## src/rtl/fetch_pkg.sv

```systemverilog
// rtl/fetch_pkg.sv - shared types and constants for the instruction-fetch front end
package fetch_pkg;

  localparam int unsigned INSTR_W = 32;
  localparam int unsigned PC_W    = 32;

  localparam logic [INSTR_W-1:0] NOP_INSTR = 32'h0000_0013;

  typedef enum logic [1:0] {
    BOOT     = 2'd0,
    RUN      = 2'd1,
    REDIRECT = 2'd2
  } fetch_state_t;

  // pc fields are sized for the widest supported address; narrower PCs are zero-extended
  typedef struct packed {
    logic [INSTR_W-1:0] instr;
    logic [PC_W-1:0]    pc;
    logic [PC_W-1:0]    pc_plus4;
    logic               valid;
  } if_id_t;

endpackage

```

## src/rtl/if_id_reg.sv

```systemverilog
// rtl/if_id_reg.sv - IF/ID pipeline register, flush over stall over load
module if_id_reg
  import fetch_pkg::*;
#(
  parameter logic [INSTR_W-1:0] NOP_WORD = 32'h0000_0013
) (
  input  logic   clk,
  input  logic   rst,
  input  logic   flush,
  input  logic   stall,
  input  if_id_t d,
  output if_id_t q
);

  always_ff @(posedge clk) begin
    if (rst || flush) begin
      q.instr    <= NOP_WORD;
      q.pc       <= '0;
      q.pc_plus4 <= '0;
      q.valid    <= 1'b0;
    end else if (!stall) begin
      q <= d;
    end
  end

endmodule

```

## src/rtl/fetch_unit.sv

```systemverilog
// rtl/fetch_unit.sv - PC register, imem addressing and IF/ID staging with redirect/stall/flush
// Optional performance counters are built when FETCH_PERF_EN is defined.
module fetch_unit
  import fetch_pkg::*;
#(
  parameter int unsigned           ADDR_WIDTH = 32,
  parameter logic [ADDR_WIDTH-1:0] RESET_PC   = '0,
  parameter logic [INSTR_W-1:0]    NOP_INSTR  = fetch_pkg::NOP_INSTR
) (
  input  logic                  clk,
  input  logic                  rst,
  output logic [ADDR_WIDTH-1:0] imem_addr,
  input  logic [INSTR_W-1:0]    imem_rdata,
  input  logic                  pcsrc_e,
  input  logic [ADDR_WIDTH-1:0] pc_target_e,
  input  logic                  stall_f,
  input  logic                  stall_d,
  input  logic                  flush_d,
  output logic [INSTR_W-1:0]    instr_d,
  output logic [ADDR_WIDTH-1:0] pc_d,
  output logic [ADDR_WIDTH-1:0] pc_plus4_d,
  output logic                  valid_d,
  output logic                  misalign_o
`ifdef FETCH_PERF_EN
  ,
  output logic [31:0]           fetched_cnt,
  output logic [31:0]           flushed_cnt,
  output logic [31:0]           stalled_cnt
`endif
);

  fetch_state_t          state;
  logic [ADDR_WIDTH-1:0] pc_f;
  logic [ADDR_WIDTH-1:0] pc_plus4_f;
  logic                  booting;
  logic                  ifid_flush;
  if_id_t                ifid_d;
  if_id_t                ifid_q;

  assign imem_addr  = pc_f;
  assign pc_plus4_f = pc_f + ADDR_WIDTH'(4);
  assign booting    = (state == BOOT);
  // BOOT keeps decode invalid regardless of what execute reports
  assign ifid_flush = booting || flush_d || pcsrc_e;

  always_ff @(posedge clk) begin
    if (rst) begin
      pc_f       <= RESET_PC;
      state      <= BOOT;
      misalign_o <= 1'b0;
    end else if (booting) begin
      state <= RUN;
    end else if (pcsrc_e) begin
      pc_f  <= {pc_target_e[ADDR_WIDTH-1:2], 2'b00};
      state <= REDIRECT;
      if (pc_target_e[1:0] != 2'b00) misalign_o <= 1'b1;
    end else begin
      state <= RUN;
      if (!stall_f) pc_f <= pc_plus4_f;
    end
  end

  assign ifid_d.instr    = imem_rdata;
  assign ifid_d.pc       = PC_W'(pc_f);
  assign ifid_d.pc_plus4 = PC_W'(pc_plus4_f);
  assign ifid_d.valid    = 1'b1;

  if_id_reg #(
    .NOP_WORD (NOP_INSTR)
  ) u_if_id (
    .clk   (clk),
    .rst   (rst),
    .flush (ifid_flush),
    .stall (stall_d),
    .d     (ifid_d),
    .q     (ifid_q)
  );

  assign instr_d    = ifid_q.instr;
  assign pc_d       = ifid_q.pc[ADDR_WIDTH-1:0];
  assign pc_plus4_d = ifid_q.pc_plus4[ADDR_WIDTH-1:0];
  assign valid_d    = ifid_q.valid;

`ifdef FETCH_PERF_EN
  logic fetch_evt;
  logic flush_evt;
  logic stall_evt;

  assign fetch_evt = !ifid_flush && !stall_d;
  assign flush_evt = !booting && (flush_d || pcsrc_e);
  assign stall_evt = !booting && stall_f && !pcsrc_e;

  // counters stick at all-ones rather than wrapping
  always_ff @(posedge clk) begin
    if (rst) begin
      fetched_cnt <= '0;
      flushed_cnt <= '0;
      stalled_cnt <= '0;
    end else begin
      if (fetch_evt && fetched_cnt != 32'hFFFF_FFFF) fetched_cnt <= fetched_cnt + 32'd1;
      if (flush_evt && flushed_cnt != 32'hFFFF_FFFF) flushed_cnt <= flushed_cnt + 32'd1;
      if (stall_evt && stalled_cnt != 32'hFFFF_FFFF) stalled_cnt <= stalled_cnt + 32'd1;
    end
  end
`endif

endmodule
```

## config.mk

```make
export PLATFORM = sky130hd
export DESIGN_NAME = fetch_unit
export DESIGN_NICKNAME = d
export VERILOG_FILES = /design/src/rtl/fetch_pkg.sv /design/src/rtl/if_id_reg.sv /design/src/rtl/fetch_unit.sv
export SDC_FILE = /design/constraint.sdc
export NUM_CORES = 1
export LEC_CHECK = 0
export ABC_AREA = 1
export CELL_PAD_IN_SITES_DETAIL_PLACEMENT = 0
export CELL_PAD_IN_SITES_GLOBAL_PLACEMENT = 2
export CORE_MARGIN = 10
export CORE_UTILIZATION = 33
export CTS_CLUSTER_DIAMETER = 80
export DETAILED_ROUTE_END_ITERATION = 12
export DONT_BUFFER_PORTS = 1
export PLACE_DENSITY = 0.91
export SLEW_MARGIN = 20
export SYNTH_ARGS = -nofsm -noshare
export SYNTH_HDL_FRONTEND = slang
export SYNTH_HIERARCHICAL = 1
export SYNTH_SLANG_ARGS = --single-unit
```

## constraint.sdc

```tcl
create_clock -name clk -period 1.83 [get_ports clk]
set_input_delay 0.4575 -clock clk [delete_from_list [all_inputs] [get_ports clk]]
set_output_delay 0.4575 -clock clk [all_outputs]
set_load 0.01 [all_outputs]
```

==> impl_metrics.env <==
export IMPL_path_clk_slew_ns=0.06
export IMPL_post_drt_via_cell_ratio=4.43
export IMPL_cts_setup_buffers=0
export IMPL_dieArea_um2=24700
export IMPL_clock_latency_ns=0.42
export IMPL_placement_io_buffers=0
export IMPL_tns_ns=0
export IMPL_wire_per_inst_um=16.1
export IMPL_routed_via_count=5415
export IMPL_yosysWarnings=6
export IMPL_final_hold_viol_count=0
export IMPL_netlist_instances=964
export IMPL_ys_top_cells_by_area="dfxtp_1, nand2_1, nor2_1"
export IMPL_fp_dieW_um=157
export IMPL_rsz0062_at_grt="false"
export IMPL_ys_top_cells_by_count="nand2_1, nor2_1, dfxtp_1"
export IMPL_numClockSinks=130
export IMPL_wl_um=19700
export IMPL_wl_met2_um=8280
export IMPL_chipHeight_um=157
export IMPL_synth_seq_cells=130
export IMPL_post_cts_resized=0
export IMPL_start_util_pct=33.4
export IMPL_end_kind="register"
export IMPL_syn_avg_cell_area_um2=6.44
export IMPL_postRouteAntennaNets=0
export IMPL_skew_ns=0.0126
export IMPL_placementRows=50
export IMPL_coreArea_um2=18600
export IMPL_cts_buffer_depth=2
export IMPL_worstPathMaxFanout=5
export IMPL_synth_most_common_cell="nand2_1"
export IMPL_drv_cap=0
export IMPL_crit_slowest_cell="dfxtp_1"
export IMPL_remaining_drc_errors=0
export IMPL_slowest_delay_ns=0.33
export IMPL_setup_viol=0
export IMPL_slew_headroom_pct=59.4
export IMPL_p_leak_nw=2.99
export IMPL_async_reset_ff_share_pct=0
export IMPL_ff2ff_path_depth=9
export IMPL_drt_pass1_iterations=4
export IMPL_synth_edf_count=0
export IMPL_fmax_mhz=621
export IMPL_layout_nets=1048
export IMPL_ctsHoldBuffers=0
export IMPL_synth_area_um2=6210
export IMPL_required_ns=2.14
export IMPL_globalplace_congestion=0.823
export IMPL_io_pins=200
export IMPL_hold_path_cell_count=1
export IMPL_synthFlopType="dfxtp_1"
export IMPL_critPathBufInv=0
export IMPL_drive_gt1_share_pct=9.40
export IMPL_fin_crit_sh_pct=88.0
export IMPL_worstMarginPinSlew_ns=0.609
export IMPL_m1WireLength_um=8840
export IMPL_synthToLayoutAreaGrowth_pct=14.1
export IMPL_cp_start_kind="register"
export IMPL_hpwl_um=13900
export IMPL_yosys_area_top_type="dfxtp_1"
export IMPL_root_buffer="clkbuf_16"
export IMPL_drt_iter0_drc=304
export IMPL_setup_slack_ns=0.219
export IMPL_cts_max_level=4
export IMPL_grt_max_degree=193
export IMPL_status="finished clean"
export IMPL_path_depth=9
export IMPL_crit_top_cell="nor2_1"
export IMPL_grt_util_all_layers_pct=15.6
export IMPL_finalCriticalPeriod_ns=1.61
export IMPL_tritoncts="done"
export IMPL_grt_pass1_wl_um=29900
export IMPL_synth_cell_types=27
export IMPL_diodes=0
export IMPL_yosys_area_top_type_share_pct=41.9
export IMPL_slew_viol_final=0
export IMPL_overflow=0
export IMPL_grt_pass1_vias=5112
export IMPL_seq_area_frac_synth_pct=41.9
export IMPL_antenna_found_initial=1
export IMPL_critical_path_top_delay_family="simple AND/OR/NAND/NOR gates"
export IMPL_dp_slack_ns=0.228
export IMPL_power_density_nw_per_um2=965
export IMPL_crit_type="register to register"
export IMPL_hold_class="input port to register"
export IMPL_met3WireLength_um=2360
export IMPL_cts_buffers=17
export IMPL_routed_top_layer="met5"
export IMPL_crit_path_cell_trace="ha_1, nand2_1, nor2_2, nand2_2, nor2_4, nand3_1, and2_1, nor2_1, nor2_1"
export IMPL_vdd_drop_max_v=0.000568
export IMPL_crit_arrival_ns=1.92
[registers in the layout (all words and copies together), names as in the netlist]
name,cells
state,2
imem_addr,30
u_if_id/q,97
misalign_o,1
[final timing paths]
kind / startpoint / endpoint / slack [ns]
setup / recovery: imem_addr[2] / u_if_id/q[23] / 0.22
hold / removal: rst / state[0] / 0.10
setup reg to reg: imem_addr[2] / u_if_id/q[23] / 0.22
hold reg to reg: misalign_o / misalign_o / 0.50
[cells by family (layout without fill, tap and decap cells)]
kind of cell             count (synthesis)  count (layout)  share of synthesized area (%)
flip-flops                             130             130                           41.9
adder cells (fa/ha/maj)                  1               1                          0.201
AND/OR/NAND/NOR                        561             561                           36.3
AO/OA/AOI/OAI                           92              92                           7.51
other                                    2               7                          0.121
buffers and inverters                  163             183                           11.1
XOR/XNOR                                15              15                           2.84
[per-layer routing]
layer	GRT usage, %	vias up
met1	19.4	2351
met2	23.1	158
met4	4.59	2
li1	-	2888
met3	7.91	16
met5	0	-
[power breakdown]
group / switching, W / internal [W]
sequential: 0.000125 / 0.00293
clock: 0.00126 / 0.00182
combinational: 0.000435 / 0.000269
total: 0.00182 / 0.00502
[worst reg2reg max path: cells and delay by family (launching register included)]
kind / cells / cell delay [ns]
adder cells (fa/ha/maj): 1 / 0.21
flip-flops: 1 / 0.33
AND/OR/NAND/NOR: 8 / 0.97
[layout by cell type, fill, tap and decap left out, types with 2 or more instances in the layout]
master and n:
clkbuf_8 3, conb_1 7, buf_4 36, xor2_1 4, nor2_4 10, clkbuf_16 17
xor2_2 6, inv_1 113, xnor2_1 5, a21oi_1 57, clkinvlp_4 4, o21ai_0 32
nor2_1 218, a31oi_1 2, dfxtp_1 130, nand2_1 303, clkbuf_1 2, nand2_2 6
nand3_1 11, inv_2 2, nand3b_1 7, and2_1 3, clkinv_2 4
[cell type report]
cell class	count	area (um^2)
timing repair buffer	37	290
tap	234	293
clock buffer	22	474
inverter	115	432
multi-input combinational	676	2940
clock inverter	9	58.8
fill	2014	11500
sequential	130	2600
[through the flow]
stage          utilization [%]  instance area [um^2]  instances  total power [W]  hold slack (ns)
2_1_floorplan                -                  6230        969          0.00362            0.476
3_3_place_gp              35.3                  6550       1192          0.00383            0.500
3_5_place_dp              35.3                  6550       1192          0.00383            0.500
4_1_cts                   38.1                  7090       1223          0.00697           0.0747
5_1_grt                   38.1                  7090       1223          0.00719           0.0912
6_report                  38.1                  7090       1223          0.00684            0.101
Note: power is estimated with default switching activity, not from simulation.
